[src/rtl/spi_gopigo_cmd_responder_if.sv]
// SPI pins between the command-link master and the board-side responder.
interface spi_gopigo_cmd_responder_if;
  logic sclk_i;
  logic mosi_i;
  logic spi_ss_n_i;
  logic miso_o;
  logic miso_en_o;

  modport master (output sclk_i, mosi_i, spi_ss_n_i, input miso_o, miso_en_o);
  modport slave  (input sclk_i, mosi_i, spi_ss_n_i, output miso_o, miso_en_o);
endinterface

[src/rtl/spi_gopigo_cmd_responder.sv]
// SPI mode-0 responder: decodes addressed command frames into held motor/LED registers, echoes MOSI on MISO.
//   state  | meaning
//   IDLE   | no frame in progress (ss_n high, or frame abandoned by reset)
//   ADDR   | receiving address byte
//   CMD    | receiving command byte
//   DATA   | receiving payload into staging, pay_cnt bytes still expected
//   IGNORE | frame rejected, wait for ss_n rise and flag it
module spi_gopigo_cmd_responder #(
  parameter logic [7:0] DEV_ADDR    = 8'h08,
  parameter int         SYNC_STAGES = 2
) (
  input  logic                       clk,
  input  logic                       rst,
  spi_gopigo_cmd_responder_if.slave  spi,
  input  logic                       rpi_running_i,
  output logic [7:0]                 motor_pwm_left_o,
  output logic [7:0]                 motor_pwm_rght_o,
  output logic [23:0]                led_eye_left_rgb_o,
  output logic [23:0]                led_eye_rght_rgb_o,
  output logic [23:0]                led_blink_left_rgb_o,
  output logic [23:0]                led_blink_rght_rgb_o,
  output logic                       upd_o,
  output logic [2:0]                 upd_cmd_o,
  output logic                       frame_err_o
);

  typedef enum logic [2:0] {IDLE, ADDR, CMD, DATA, IGNORE} state_t;
  state_t state, state_nxt;

  logic [SYNC_STAGES-1:0] sclk_sync, mosi_sync, ss_sync;
  logic sclk_s, mosi_s, ss_s, sclk_prev, ss_prev, armed;
  logic sclk_rise, sclk_fall, ss_fall, ss_rise, active;
  logic [2:0]  bit_cnt;
  logic [7:0]  rx_sr, tx_sr, byte_val;
  logic        byte_vld, byte_pend;
  logic [1:0]  pay_cnt, cmd_len;
  logic [2:0]  cmd_q;
  logic [23:0] stage;
  logic [7:0]  motor_l_q, motor_r_q, motor_l_nxt, motor_r_nxt;
  logic        commit, discard, cmd_ld, stage_shift;

  assign sclk_s = sclk_sync[SYNC_STAGES-1];
  assign mosi_s = mosi_sync[SYNC_STAGES-1];
  assign ss_s   = ss_sync[SYNC_STAGES-1];

  // Sync chains reset low, so a frame still in progress when rst drops is not seen
  // as a fresh ss_n fall; armed waits for ss_n high before frames are accepted.
  assign sclk_rise = sclk_s & ~sclk_prev;
  assign sclk_fall = ~sclk_s & sclk_prev;
  assign ss_fall   = armed & ss_prev & ~ss_s;
  assign ss_rise   = ss_s & ~ss_prev;
  assign active    = ~ss_s & (state != IDLE);
  assign byte_vld  = active & sclk_rise & (bit_cnt == 3'd7);
  assign byte_val  = {rx_sr[6:0], mosi_s};

  assign spi.miso_o    = tx_sr[7];
  assign spi.miso_en_o = armed & ~ss_s;

  always_comb begin
    case (byte_val)
      8'h01, 8'h02:               cmd_len = 2'd1;
      8'h03, 8'h04, 8'h05, 8'h06: cmd_len = 2'd3;
      default:                    cmd_len = 2'd0;
    endcase
  end

  always_ff @(posedge clk) begin
    if (rst) state <= IDLE;
    else     state <= state_nxt;
  end

  always_comb begin
    state_nxt   = state;
    commit      = 1'b0;
    discard     = 1'b0;
    cmd_ld      = 1'b0;
    stage_shift = 1'b0;
    case (state)
      IDLE:   if (ss_fall) state_nxt = ADDR;
      ADDR:   if (byte_vld) state_nxt = (byte_val == DEV_ADDR) ? CMD : IGNORE;
      CMD: begin
        if (byte_vld) begin
          if (cmd_len != 2'd0) begin
            state_nxt = DATA;
            cmd_ld    = 1'b1;
          end else begin
            state_nxt = IGNORE;
          end
        end
      end
      DATA: begin
        if (byte_vld) begin
          if (pay_cnt == 2'd0) state_nxt = IGNORE;
          else                 stage_shift = 1'b1;
        end
      end
      IGNORE: state_nxt = IGNORE;
      default: state_nxt = IDLE;
    endcase
    if (ss_rise && state != IDLE) begin
      state_nxt = IDLE;
      if (state == DATA && pay_cnt == 2'd0 && bit_cnt == 3'd0) commit  = 1'b1;
      else                                                      discard = 1'b1;
    end
  end

  always_comb begin
    motor_l_nxt = motor_l_q;
    motor_r_nxt = motor_r_q;
    if (commit && cmd_q == 3'd1) motor_l_nxt = stage[7:0];
    if (commit && cmd_q == 3'd2) motor_r_nxt = stage[7:0];
  end

  always_ff @(posedge clk) begin
    if (rst) begin
      sclk_sync            <= '0;
      mosi_sync            <= '0;
      ss_sync              <= '0;
      sclk_prev            <= 1'b0;
      ss_prev              <= 1'b0;
      armed                <= 1'b0;
      bit_cnt              <= 3'd0;
      rx_sr                <= 8'h00;
      tx_sr                <= 8'h00;
      byte_pend            <= 1'b0;
      pay_cnt              <= 2'd0;
      cmd_q                <= 3'd0;
      stage                <= 24'h0;
      motor_l_q            <= 8'h00;
      motor_r_q            <= 8'h00;
      motor_pwm_left_o     <= 8'h00;
      motor_pwm_rght_o     <= 8'h00;
      led_eye_left_rgb_o   <= 24'h0;
      led_eye_rght_rgb_o   <= 24'h0;
      led_blink_left_rgb_o <= 24'h0;
      led_blink_rght_rgb_o <= 24'h0;
      upd_o                <= 1'b0;
      upd_cmd_o            <= 3'd0;
      frame_err_o          <= 1'b0;
    end else begin
      sclk_sync <= {sclk_sync[SYNC_STAGES-2:0], spi.sclk_i};
      mosi_sync <= {mosi_sync[SYNC_STAGES-2:0], spi.mosi_i};
      ss_sync   <= {ss_sync[SYNC_STAGES-2:0], spi.spi_ss_n_i};
      sclk_prev <= sclk_s;
      ss_prev   <= ss_s;
      armed     <= armed | ss_s;

      if (ss_fall) begin
        bit_cnt   <= 3'd0;
        tx_sr     <= 8'h00;
        byte_pend <= 1'b0;
      end else if (active && sclk_rise) begin
        rx_sr   <= byte_val;
        bit_cnt <= bit_cnt + 3'd1;
        if (bit_cnt == 3'd7) byte_pend <= 1'b1;
      end else if (active && sclk_fall) begin
        // first falling edge after a full byte loads it for echo on the next byte
        if (byte_pend) begin
          tx_sr     <= rx_sr;
          byte_pend <= 1'b0;
        end else begin
          tx_sr <= {tx_sr[6:0], 1'b0};
        end
      end

      if (cmd_ld) begin
        pay_cnt <= cmd_len;
        cmd_q   <= byte_val[2:0];
      end else if (stage_shift) begin
        pay_cnt <= pay_cnt - 2'd1;
        stage   <= {stage[15:0], byte_val};
      end

      upd_o       <= commit;
      frame_err_o <= discard;
      if (commit) begin
        upd_cmd_o <= cmd_q;
        case (cmd_q)
          3'd3:    led_eye_left_rgb_o   <= stage;
          3'd4:    led_eye_rght_rgb_o   <= stage;
          3'd5:    led_blink_left_rgb_o <= stage;
          3'd6:    led_blink_rght_rgb_o <= stage;
          default: ;
        endcase
      end

      // stored motor values survive rpi_running_i=0 and reappear when it returns
      motor_l_q        <= motor_l_nxt;
      motor_r_q        <= motor_r_nxt;
      motor_pwm_left_o <= rpi_running_i ? motor_l_nxt : 8'h00;
      motor_pwm_rght_o <= rpi_running_i ? motor_r_nxt : 8'h00;
    end
  end

endmodule
[src/flat_wrapper.sv]
// flat-port wrapper written by rule: the top's interface ports become plain ports
module spi_gopigo_cmd_responder_flat 
#(
  parameter logic [7:0] DEV_ADDR    = 8'h08,
  parameter int         SYNC_STAGES = 2
)
  (clk, rst, rpi_running_i, motor_pwm_left_o, motor_pwm_rght_o, led_eye_left_rgb_o, led_eye_rght_rgb_o, led_blink_left_rgb_o, led_blink_rght_rgb_o, upd_o, upd_cmd_o, frame_err_o, spi_sclk_i, spi_mosi_i, spi_spi_ss_n_i, spi_miso_o, spi_miso_en_o);
  spi_gopigo_cmd_responder_if spi_i ();
  input  logic clk;
  input  logic rst;
  input  logic rpi_running_i;
  output logic [7:0] motor_pwm_left_o;
  output logic [7:0] motor_pwm_rght_o;
  output logic [23:0] led_eye_left_rgb_o;
  output logic [23:0] led_eye_rght_rgb_o;
  output logic [23:0] led_blink_left_rgb_o;
  output logic [23:0] led_blink_rght_rgb_o;
  output logic upd_o;
  output logic [2:0] upd_cmd_o;
  output logic frame_err_o;
  input wire logic [$bits(spi_i.sclk_i)-1:0] spi_sclk_i;
  input wire logic [$bits(spi_i.mosi_i)-1:0] spi_mosi_i;
  input wire logic [$bits(spi_i.spi_ss_n_i)-1:0] spi_spi_ss_n_i;
  output wire logic [$bits(spi_i.miso_o)-1:0] spi_miso_o;
  output wire logic [$bits(spi_i.miso_en_o)-1:0] spi_miso_en_o;
  assign spi_i.sclk_i = spi_sclk_i;
  assign spi_i.mosi_i = spi_mosi_i;
  assign spi_i.spi_ss_n_i = spi_spi_ss_n_i;
  assign spi_miso_o = spi_i.miso_o;
  assign spi_miso_en_o = spi_i.miso_en_o;
  spi_gopigo_cmd_responder #(.DEV_ADDR(DEV_ADDR), .SYNC_STAGES(SYNC_STAGES)) u_core (.clk(clk), .rst(rst), .spi(spi_i), .rpi_running_i(rpi_running_i), .motor_pwm_left_o(motor_pwm_left_o), .motor_pwm_rght_o(motor_pwm_rght_o), .led_eye_left_rgb_o(led_eye_left_rgb_o), .led_eye_rght_rgb_o(led_eye_rght_rgb_o), .led_blink_left_rgb_o(led_blink_left_rgb_o), .led_blink_rght_rgb_o(led_blink_rght_rgb_o), .upd_o(upd_o), .upd_cmd_o(upd_cmd_o), .frame_err_o(frame_err_o));
endmodule
[config.mk]
export PLATFORM = sky130hd
export DESIGN_NAME = spi_gopigo_cmd_responder_flat
export DESIGN_NICKNAME = d
export VERILOG_FILES = /design/src/rtl/spi_gopigo_cmd_responder_if.sv /design/src/rtl/spi_gopigo_cmd_responder.sv /design/src/flat_wrapper.sv
export SDC_FILE = /design/constraint.sdc
export NUM_CORES = 1
export LEC_CHECK = 0
export BUFFER_PORTS_ARGS = -buffer_cell sky130_fd_sc_hd__buf_2
export CORE_UTILIZATION = 44
export CTS_CLUSTER_DIAMETER = 100
export CTS_CLUSTER_SIZE = 16
export DETAILED_ROUTE_END_ITERATION = 8
export PLACE_DENSITY = 0.64
export SLEW_MARGIN = 20
export SYNTH_ARGS = -nofsm -noshare
export SYNTH_HDL_FRONTEND = slang
export SYNTH_SLANG_ARGS = --single-unit
[constraint.sdc]
create_clock -name clk -period 1.9 [get_ports clk]
set_input_delay 0.19 -clock clk [delete_from_list [all_inputs] [get_ports clk]]
set_output_delay 0.19 -clock clk [all_outputs]
set_load 0.01 [all_outputs]
==> impl_results.md <==
* Nets at 900
* Syn Nets at 775
* R2R Path End: u_core.led_blink_rght_rgb_o[1]
* First-pass GRT wire length at 27400 um
* Vias per inst at 5.07
* Status: completed
* CTS Root Cell: clkbuf_16
* CP Data Required Time at 2.21 ns
* N_diodes at 0
* Post-DP HPWL at 12200 um
* Layout Utilization at 55.9%
* Vias at 5693
* Remaining antenna violation count at 0
* Buffers on Ports at 124
* Residual DRC at 0
* Hold_sp: rst
* Post-synthesis cell area at 0.00768 sq mm
* CP max FO at 6
* Layout area overhead at 22.4%
* Post-synth ARST share at 0%
* Slew HR at 70.6%
* Worst Tran Pin Value at 0.441 ns
* Syn Area/Cell at 10.0 sq um
* Synth unique cells at 49
* Origin of the critical flop-to-flop path: u_core.bit_cnt[1]
* Most frequent cells in the layout: 190 x dfxtp_1, 134 x nand2b_1, 128 x mux2i_1
* FILL cells at 1460
* Worst skew pair latency at 0.43 ns
* Commonest non-fill, non-tap cell in the layout: dfxtp_1
* Die Span Y at 134 um
* Number of warnings issued by yosys at 0
* Final setup viols at 0
* Die ar. at 0.0180 sq mm
* Area of the core at 0.0168 sq mm
* Initial Utilization at 45.7%
* Post-synth EDFFs at 0
* Share of the yosys chip area belonging to registers at 50.5%
* CTS Buf Count at 17
* Total gr overflow at 0
* Final hold violation count at 0
* Routability cong. at 0.851
* Final Cycle Share at 97.1%
* Largest buffer count on any clock path at 2
* Hold crit path type: input port to register
* Synth Instances at 765
* Largest net degree at the start of global routing at 46
* Ys flop type: dfxtp_1
* Global-route usage over all layers at 19.3%
* Max VDD drop at 598 uV
* Number of global-route vias before repair at 5455
* WHS Endpoint: u_core.armed
* Crit path time final at 1.84 ns
* Crit Path Class: register to register
* Worst hold stages at 2
* Ports at 125
* Detailed Route Iter0 Violations at 310
* CTS H-tree lvls at 4
* Critical Path End Type: register
* Final WL at 17600 um
* Total power at 8170 uW
* Die X at 134 um
* Initial antenna violation count at 0
* Leakage at 0.00424 uW
* Share of cells above drive strength 1 at 23.8%
* Max-cap check violation count at 0
* Slew Limit Fails at 0
* Setup crit start kind: register
* DR pass1 iterations at 5
* Power per cell area at 869 mW/mm^2
* Arr. time, crit path at 2.15 ns
* Worst-path clk slew at 0.07 ns
* Max Clock Freq at 542 MHz
* Clock Skew at 0.0103 ns
* CTS tree: done
* Synth Register Bits at 194
* Worst R2R Path Depth at 7
* Clock Sinks at 194
* Row count at 47
* FF-to-FF setup slack at 0.06 ns
* Wirelength per Cell at 15.7 um
## worst max-delay path by stage
stage                                            to         startpoint  depth (start not counted)
global route           u_core.led_eye_left_rgb_o[6]  u_core.bit_cnt[1]                          8
floorplan           u_core.led_blink_left_rgb_o[14]  u_core.bit_cnt[0]                          9
CTS                   u_core.led_eye_left_rgb_o[22]  u_core.bit_cnt[0]                          8
detailed placement   u_core.led_blink_left_rgb_o[2]  u_core.bit_cnt[0]                          6
finish               u_core.led_blink_rght_rgb_o[1]  u_core.bit_cnt[1]                          7
global placement     u_core.led_blink_left_rgb_o[1]  u_core.bit_cnt[0]                          6
## routing by layer
layer | GRT usage, % | vias to the layer above | share of wire, %
li1 | - | 2824 | -
met1 | 24.1 | 2715 | 45
met2 | 33.0 | 135 | 49
met3 | 3.67 | 19 | 4.1
met4 | 7.05 | 0 | 1.7
met5 | 0 | - | 0
## Yosys cell counts, drive strengths merged, types with 2 or more instances
library cell,instances,area (sq um)
a211oi,10,75.1
a21oi,52,260
and2,3,18.8
and3,2,12.5
and4b,3,31.3
buf,25,181
clkbuf,31,116
dfxtp,194,3880
ha,4,50.1
inv,5,18.8
mux2i,129,1290
nand2,76,285
nand2b,134,838
nand3,10,55.1
nand3b,2,15.0
nand4,10,83.8
nand4b,2,32.5
nor2,26,97.6
nor2b,11,68.8
nor3,3,26.3
nor4b,2,23.8
o21ai,11,55.1
or3,5,31.3
## layout make-up
cell class | count | area [sq um] | share of cell area (%)
multi-input cells | 510 | 3540 | 37.6
flip-flops and latches | 194 | 3890 | 41.4
clock inverters | 11 | 173 | 1.84
clock buffers | 20 | 457 | 4.86
inverters | 5 | 18.8 | 0.200
well taps | 220 | 275 | 2.93
repair buffers | 162 | 1050 | 11.2
## worst max-delay path: stages (launching register included)
cell and delay, ns:
dfxtp_2 0.33, inv_2 0.07, ha_4 0.13, and4b_2 0.26, nand4b_4 0.13, or3_4 0.48
clkbuf_16 0.20, mux2i_1 0.12
## metrics by stage
| step | std cells | area [sq um] | worst slack, ns | hold slack (ns) | setup TNS [ns] |
|---|---|---|---|---|---|
| after floorplan | 765 | 7680 | 0.0526 | 0.318 | 0 |
| after global placement | 1082 | 8600 | 0.0418 | 0.397 | 0 |
| after detailed placement | 1082 | 8600 | -0.0840 | 0.405 | -0.653 |
| after CTS | 1116 | 9280 | 0.00947 | 0.166 | 0 |
| after global routing | 1122 | 9400 | -0.00375 | 0.184 | -0.00375 |
| final | 1122 | 9400 | 0.0554 | 0.175 | 0 |
## sequential cells by signal, summed over array words and instances, names as in the netlist, 24 cells and up
name                         flops
u_core.stage                    24
u_core.led_blink_rght_rgb_o     24
u_core.led_eye_left_rgb_o       24
u_core.led_blink_left_rgb_o     24
u_core.led_eye_rght_rgb_o       24
## timing repair
item,CTS,global route
pin swaps,1,4
endpoints found under the setup margin,52,96
endpoints found under the hold margin,3,0
setup buffers,0,3
gates resized for setup,5,14
hold buffers,3,0
gates cloned,0,3
## where the power goes
group / total (uW) / internal [uW] / switching, uW
sequential: 4100 / 4080 / 20.7
combinational: 261 / 122 / 139
clock: 3810 / 2280 / 1530
total: 8170 / 6490 / 1690
## cells by family after synthesis
logic type	count (synthesis)	synth area share (%)
simple gates	296	21.9
mux	129	16.8
xor+xnor	2	0.228
fa+ha+maj	4	0.651
flops	194	50.5
compound gates	79	5.73
buf+inv	61	4.12
Note: power is estimated with default switching activity, not from simulation.
